===== src/rtl/serial_adder.sv =====
// Multi-cycle adder: DIGIT bits per clock, LSB first, registered carry between digits.
// Optional subtract mode is enabled by defining SERIAL_ADDER_SUB_EN.
module serial_adder #(
   parameter int WIDTH = 8,
   parameter int DIGIT = 1
) (
   input  logic             clk,
   input  logic             rst_n,
   input  logic             start,
   input  logic [WIDTH-1:0] a,
   input  logic [WIDTH-1:0] b,
   input  logic             cin,
`ifdef SERIAL_ADDER_SUB_EN
   input  logic             sub,
`endif
   output logic             busy,
   output logic             done,
   output logic [WIDTH-1:0] sum,
   output logic             cout,
   output logic             ovf
);

   localparam int N     = WIDTH / DIGIT;
   localparam int CNT_W = (N > 1) ? $clog2(N) : 1;

   typedef enum logic [1:0] {
      ST_IDLE = 2'd0,
      ST_RUN  = 2'd1,
      ST_DONE = 2'd2
   } state_t;

   state_t             state_r, state_nx_s;
   logic               busy_r, done_r, busy_nx_s, done_nx_s;
   logic [WIDTH-1:0]   a_sh_r, b_sh_r, sum_sh_r, sum_r;
   logic               c_r, cout_r, ovf_r;
   logic [CNT_W-1:0]   cnt_r;
   logic               last_s;
   logic [WIDTH-1:0]   b_ld_s;
   logic               c_ld_s;
   logic [DIGIT:0]     carry_s;
   logic [DIGIT-1:0]   dsum_s;
   logic [WIDTH-1:0]   dsum_ext_s, sum_nx_s;

   assign last_s = (cnt_r == CNT_W'(N - 1));

   // Operand conditioning at capture time (subtract folds into ~b with forced carry-in)
   always_comb begin
`ifdef SERIAL_ADDER_SUB_EN
      if (sub) begin
         b_ld_s = ~b;
         c_ld_s = 1'b1;
      end else begin
         b_ld_s = b;
         c_ld_s = cin;
      end
`else
      b_ld_s = b;
      c_ld_s = cin;
`endif
   end

   // DIGIT-wide ripple chain of full adders and the shifted partial sum
   always_comb begin
      carry_s    = '0;
      dsum_s     = '0;
      dsum_ext_s = '0;
      carry_s[0] = c_r;
      for (int i = 0; i < DIGIT; i++) begin
         dsum_s[i]      = a_sh_r[i] ^ b_sh_r[i] ^ carry_s[i];
         carry_s[i + 1] = (a_sh_r[i] & b_sh_r[i]) | (carry_s[i] & (a_sh_r[i] ^ b_sh_r[i]));
      end
      dsum_ext_s[DIGIT-1:0] = dsum_s;
      sum_nx_s = (sum_sh_r >> DIGIT) | (dsum_ext_s << (WIDTH - DIGIT));
   end

   // State register plus registered status flags
   always_ff @(posedge clk or negedge rst_n) begin
      if (!rst_n) begin
         state_r <= ST_IDLE;
         busy_r  <= 1'b0;
         done_r  <= 1'b0;
      end else begin
         state_r <= state_nx_s;
         busy_r  <= busy_nx_s;
         done_r  <= done_nx_s;
      end
   end

   // Next-state logic; start only matters in IDLE
   always_comb begin
      state_nx_s = state_r;
      case (state_r)
         ST_IDLE: begin
            if (start) state_nx_s = ST_RUN;
            else       state_nx_s = ST_IDLE;
         end
         ST_RUN: begin
            if (last_s) state_nx_s = ST_DONE;
            else        state_nx_s = ST_RUN;
         end
         ST_DONE: state_nx_s = ST_IDLE;
         default: state_nx_s = ST_IDLE;
      endcase
   end

   // Status flags decoded from the upcoming state so they register alongside it
   always_comb begin
      busy_nx_s = 1'b0;
      done_nx_s = 1'b0;
      case (state_nx_s)
         ST_RUN:  busy_nx_s = 1'b1;
         ST_DONE: done_nx_s = 1'b1;
         default: begin
            busy_nx_s = 1'b0;
            done_nx_s = 1'b0;
         end
      endcase
   end

   // Datapath: operand capture, digit shifting, and result commit on the last digit
   always_ff @(posedge clk or negedge rst_n) begin
      if (!rst_n) begin
         a_sh_r   <= '0;
         b_sh_r   <= '0;
         sum_sh_r <= '0;
         c_r      <= 1'b0;
         cnt_r    <= '0;
         sum_r    <= '0;
         cout_r   <= 1'b0;
         ovf_r    <= 1'b0;
      end else begin
         case (state_r)
            ST_IDLE: begin
               if (start) begin
                  a_sh_r   <= a;
                  b_sh_r   <= b_ld_s;
                  c_r      <= c_ld_s;
                  cnt_r    <= '0;
                  sum_sh_r <= '0;
               end
            end
            ST_RUN: begin
               a_sh_r   <= a_sh_r >> DIGIT;
               b_sh_r   <= b_sh_r >> DIGIT;
               sum_sh_r <= sum_nx_s;
               c_r      <= carry_s[DIGIT];
               cnt_r    <= cnt_r + CNT_W'(1);
               if (last_s) begin
                  sum_r  <= sum_nx_s;
                  cout_r <= carry_s[DIGIT];
                  ovf_r  <= carry_s[DIGIT] ^ carry_s[DIGIT-1];
               end
            end
            default: begin
               cnt_r <= cnt_r;
            end
         endcase
      end
   end

   assign busy = busy_r;
   assign done = done_r;
   assign sum  = sum_r;
   assign cout = cout_r;
   assign ovf  = ovf_r;

endmodule

===== config.mk =====
export PLATFORM = sky130hd
export DESIGN_NAME = serial_adder
export DESIGN_NICKNAME = d
export VERILOG_FILES = /design/src/rtl/serial_adder.sv
export SDC_FILE = /design/constraint.sdc
export NUM_CORES = 1
export LEC_CHECK = 0
export CORE_ASPECT_RATIO = 1.4
export CORE_MARGIN = 2
export CORE_UTILIZATION = 50
export CTS_BUF_LIST = sky130_fd_sc_hd__clkbuf_4
export DETAILED_ROUTE_END_ITERATION = 10
export GPL_TIMING_DRIVEN = 0
export PLACE_DENSITY = 0.83
export SLEW_MARGIN = 0
export SYNTH_ARGS = -nofsm -noshare
export SYNTH_HDL_FRONTEND = slang
export SYNTH_SLANG_ARGS = --single-unit

===== constraint.sdc =====
create_clock -name clk -period 1.85 [get_ports clk]
set_clock_uncertainty 0.05 [all_clocks]
set_input_delay 0.37 -clock clk [delete_from_list [all_inputs] [get_ports clk]]
set_output_delay 0.37 -clock clk [all_outputs]
set_load 0.02 [all_outputs]

# Word-level counts from Yosys, hierarchy flattened
# Index checks and enable logic that the tools add are counted.
[totals] latch_bits=0 wordCells=43 register_bits=42 out_inout_bits=12 inputBits=20 mem_count=0 mem_bits_ro=0 ramBits=0
[classes] div=0 n_reduce_logical=4 n_bitwise=7 n_mux=15 n_eq_ne=5 multipliers=0 n_lt_le_gt_ge=0 shifts=0 addsub=1
[ops] operator="case mux 8 bit (2 select lines)" count=3
[ops] operator="two-way mux 8 bit" count=3
[ops] operator="OR 7 x 8 -> 8 bit" count=1
[ops] operator="case mux 3 bit (2 select lines)" count=1
[ops] operator="equality test 2 x 1 -> 1 bit, second input constant" count=2
[ops] operator="two-way mux 1 bit" count=4
[ops] operator="case mux 2 bit (2 select lines)" count=1
[ops] operator="AND reduction 2 bit" count=2
[ops] operator="adder 3 x 1 -> 3 bit, second input constant" count=1
[ops] operator="equality test 3 bit, second input constant" count=1
[ops] operator="two-way mux 3 bit" count=1
[ops] operator="bitwise XOR 1 bit" count=3
[ops] operator="AND 1 bit" count=2
[ops] operator="equality test 2 bit, second input constant" count=1
[ops] operator="logical NOT 2 bit" count=1
[ops] operator="two-way mux 2 bit" count=1
[ops] operator="!= test 2 bit, second input constant" count=1
[ops] operator="case mux 1 bit (2 select lines)" count=1
[ops] operator="nonzero test 2 bit" count=1
[ops] operator="OR 1 bit" count=1

# Logic depth before layout (Yosys ltp)
# Gate-level depths: netlist (run 1).
[depth] ltp_word=5 depth_mapped=5 depth_no_buf=4

# Least setup slack after synthesis (run 1)
# No wires, ideal clock.
[synth_timing] path_kind="reg-to-reg" from="register cnt_r[0]" to="register cout_r (netlist: cout)" arrival_ns=1.366 setup_slack_ns=0.309 setup_ns=0.125 synth_period_minus_slack_ns=1.541 path_stages_with_launch=6 required_time_ns=1.675 n_path_buf=1 path_cell_list="dfrtp_1 ha_1 ha_1 nand3b_1 buf_4 mux2_2"
[synth_between] elab_chain_cells=2
[synth_lines] element="start, declared" line_no="36" source="logic [CNT_W-1:0] cnt_r;"
[synth_lines] element="start signal, assigned" line_no="147" source="cnt_r <= cnt_r + CNT_W'(1);"
[synth_lines] element="start signal, assigned" line_no="155" source="cnt_r <= cnt_r;"
[synth_lines] element="equality test 3 bit" line_no="44" source="assign last_s = (cnt_r == CNT_W'(N - 1));"
[synth_lines] element="AND reduction 2 bit (no source line)"
[synth_lines] element="end signal, assigned" line_no="150" source="cout_r <= carry_s[DIGIT];"
[synth_lines] element="end, declared" line_no="35" source="logic c_r, cout_r, ovf_r;"
# Every way passes these cells.
# A chain may end at the register's enable or synchronous reset.

# Worst setup path after layout (run 1)
[layout_timing] from="register sum_r[1] (netlist: sum[1])" to="output port sum[1]"
[layout_rtl] element="start, declared" line_no="34" source="logic [WIDTH-1:0] a_sh_r, b_sh_r, sum_sh_r, sum_r;"
[layout_rtl] element="start signal, assigned" line_no="149" source="sum_r <= sum_nx_s;"
[layout_rtl] element="end, declared" line_no="18" source="output logic [WIDTH-1:0] sum,"
# No word-level cell between the ends.

==> qor.txt, run 1 <==
Clock buffer depth = 2
Die Y = 75.42 um
Share of the synthesized area in the top cell type = 0.5632
TritonCTS sink count = 41
#FFs+latches synth = 41
CTS tree = done
CP Max Fanout = 2
Root Buffer = clkbuf_4
Hold_ws = 0.06950 ns
FP Rows = 25
Combinational Power Share = 0.405
Worst path top cell family by delay = buffers and inverters
Dpl hpwl = 2410 um
P per Cell Area = 1664 nW/um2
CP required = 1.43 ns
Post-route minimum period = 1.749 ns
Hold Path Class = in2async
Max_cap viols = 0
Count of cell types in the netlist = 29
Average size of a mapped cell = 13.91 um2
Synth top area cells = dfrtp_1 56%, mux2_2 6.2%, o221a_2 5.6%, or4b_1 5.5%, a22o_1 4.3%
P&R area growth vs syn = 25.14%
Hold Fails Final Rpt = 0
Util after Layout = 0.6625
Initial cell density of the core = 0.5295
Post-CTS Setup Inserts = 0
# fillers = 264
Clock slew at reported path FFs = 0.12 ns
Worst Setup Slack, final = 0.1008 ns
Antenna Cells = 0
Initial antenna violation count = 0
Die width = 55.02 um
Warnings, synthesis = 0
LEAKAGE = 1.009 nW
CP max stage delay = 0.60 ns
Initial DRC count = 36
Worst Setup End Kind = output port
Slowest-stage cell, CP = clkdlybuf4s50_1
Final setup fails = 0
Share of layout cells above drive strength 1 = 0.2412
RSZ-0062 raised after global routing = false
Cells after Synth = 131
Drt first pass iters = 4
Flop pwr share = 0.408
Tot GR Track Use = 0.1902
Clock H-tree levels = 2
Crit share post-route = 0.9455
Post-CTS sizing = 0
Core area = 3441 um2
Startpoint Class = register
CTS Buf Count = 5
I/O Buffers = 31
Post-DR wirelength/cell = 15.95 um
Buf/Inv on CP = 1
First-pass GRT wire length = 5520 um
Hold buffers post-CTS = 0
CP arrival = 1.33 ns
Crit path cell chain = clkdlybuf4s50_1
Boundary Pins = 32
Largest area contributor in the netlist = dfrtp_1
Internal Pwr Total = 0.002567 W
Sw Pwr = 0.001227 W
Die area = 4149 um2
Slew Viols, Final = 0
Peak supply drop = 0.0009657 V
Run status = complete, no violations
Post-Place Worst Slack = 0.005835 ns
Synth Cell Area = 1822 um2
Design Power = 0.003794 W
Sequential fraction of the synthesis area = 0.5632
DRT Wirelength = 3350 um
Vias in the first global route = 1,242
DRC violations left = 0
Worst relative slew slack = 0.4193
Sw Ratio = 0.3234
Vias per inst = 5.838
Syn nets = 154
Largest net degree at the start of global routing = 42
Worst Max-Slew Pin Slew = 0.8711 ns
Clk_lat worst skew = 0.35 ns
Total grt overflow = 0
Clock power frac = 0.187
Critical Setup Path Class = reg2out
Final ANT Viol Nets = 0
GPL Wtd Cong = 0.7125
Fmax = 571.7 MHz
Final nets = 192
Routed via count = 1,226
-- final cells by class --
cell class,count,area [um2],share of cell area
Buffer,12,81.33,0.03568
Clock inverter,3,65.06,0.02854
Sequential cell,41,1026,0.4501
Multi-Input combinational cell,71,688.2,0.3019
Tap cell,40,50.05,0.02195
Clock buffer,5,37.54,0.01647
Inverter,7,26.28,0.01153
Timing Repair Buffer,31,305.3,0.1339
-- placed cells by master (no fill, tap or decap), types with 4 or more instances in the layout --
| cell | netlist | final |
|---|---|---|
| clkbuf_4 | 0 | 5 |
| buf_2 | 5 | 6 |
| inv_1 | 7 | 7 |
| a22o_1 | 9 | 9 |
| clkdlybuf4s50_1 | 0 | 30 |
| dfrtp_1 | 41 | 41 |
| o221a_2 | 9 | 9 |
| mux2_2 | 10 | 10 |
| nor4b_1 | 5 | 5 |
| or4b_1 | 10 | 10 |
| nor3b_1 | 4 | 4 |
-- power by group through the flow --
| stage | Sequential (W) | Combinational [W] | Clock (W) |
|---|---|---|---|
| 3_5_place_dp | 0.00157 | 0.00155 | 0 |
| 2_1_floorplan | 0.00164 | 0.000941 | 0 |
| 4_1_cts | 0.00155 | 0.00156 | 0.000727 |
| 5_1_grt | 0.00160 | 0.00168 | 0.000761 |
| 6_report | 0.00155 | 0.00154 | 0.000709 |
| 3_3_place_gp | 0.00154 | 0.00150 | 0 |
-- kinds of logic (layout without fill, tap and decap cells) --
| family | after synthesis | count (layout) | share of synthesized area |
|---|---|---|---|
| DFF | 41 | 41 | 0.5632 |
| buffers and inverters | 19 | 58 | 0.05906 |
| AOI/OAI and AO/OA | 30 | 30 | 0.1552 |
| xor gates and xnor gates | 1 | 1 | 0.004809 |
| muxes | 11 | 11 | 0.06731 |
| and+or+nand+nor | 26 | 26 | 0.1257 |
| adders and majority gates | 3 | 3 | 0.02472 |
-- sequential cells by signal (all words and copies together) (netlist names) --
name,cells
a_sh_r,8
b_sh_r,8
sum,8
sum_sh_r,7
cnt_r,3
state_r,2
busy,1
c_r,1
cout,1
done,1
ovf,1
-- final timing paths --
kind / startpoint / to / slack, ns / depth (start not counted)
worst max-delay path: sum[1]$_DFFE_PN0P_ / sum[1] / 0.10 / 1
worst min-delay path: rst_n / done$_DFF_PN0_ / 0.07 / 1
max in group asynchronous: rst_n / busy$_DFF_PN0_ / 1.13 / 1
worst max register to register: cnt_r[0]$_DFFE_PN0P_ / cout$_DFFE_PN0P_ / 0.14 / 5
min in group clk: cnt_r[0]$_DFFE_PN0P_ / cnt_r[0]$_DFFE_PN0P_ / 0.44 / 1
worst min register to register: cnt_r[0]$_DFFE_PN0P_ / cnt_r[0]$_DFFE_PN0P_ / 0.44 / 1
-- cells in the mapped netlist (all sizes together) --
cell type	instances
nand2b	3
a221oi	3
nor2b	1
or4b	10
mux2i	1
a211oi	2
a21oi	2
nor4bb	1
a22o	9
a211o	2
nand3b	1
buf	10
o21ba	1
mux2	10
fa	1
o221a	10
nor3b	4
ha	2
xor2	1
clkbuf	2
dfrtp	41
nor4b	5
inv	7
o21bai	1
and4bb	1
-- metrics by stage --
stage,setup TNS (ns),cell area [um2],std cells
finish,0,2280,210
global route,0,2280,210
CTS,0,2280,210
detailed placement,0,2177,202
global placement,-22.91,2182,202
floorplan,0,1822,131
-- per-layer routing --
metal  vias up  GRT usage  part of all wire
met5         -          0                 0
li1        578          -                 -
met4         0    0.08130             0.018
met1       606     0.2148              0.41
met3         7    0.05294             0.043
met2        35     0.3294              0.53
(Power assumes the default switching activity.)
==> run 2, diff against run 1 <==
==> constraint.sdc (replaced) <==
create_clock -name clk -period 2.05 [get_ports clk]
set_clock_uncertainty 0.05 [all_clocks]
set_input_delay 0.41 -clock clk [delete_from_list [all_inputs] [get_ports clk]]
set_output_delay 0.41 -clock clk [all_outputs]
set_load 0.02 [all_outputs]
==> results of run 2 <==
Same layout as run 1 (identical final DEF). Status: complete, no violations.
Among the figures that moved: setup slack after placement 0.005835 ns -> 0.1658 ns; setup slack after layout 0.1008 ns -> 0.2608 ns; hold slack 0.06950 ns -> 0.1095 ns; register-to-register setup slack 0.14 ns -> 0.34 ns; total power 0.003794 W -> 0.003424 W; worst IR drop on VDD 0.0009657 V -> 0.0008714 V
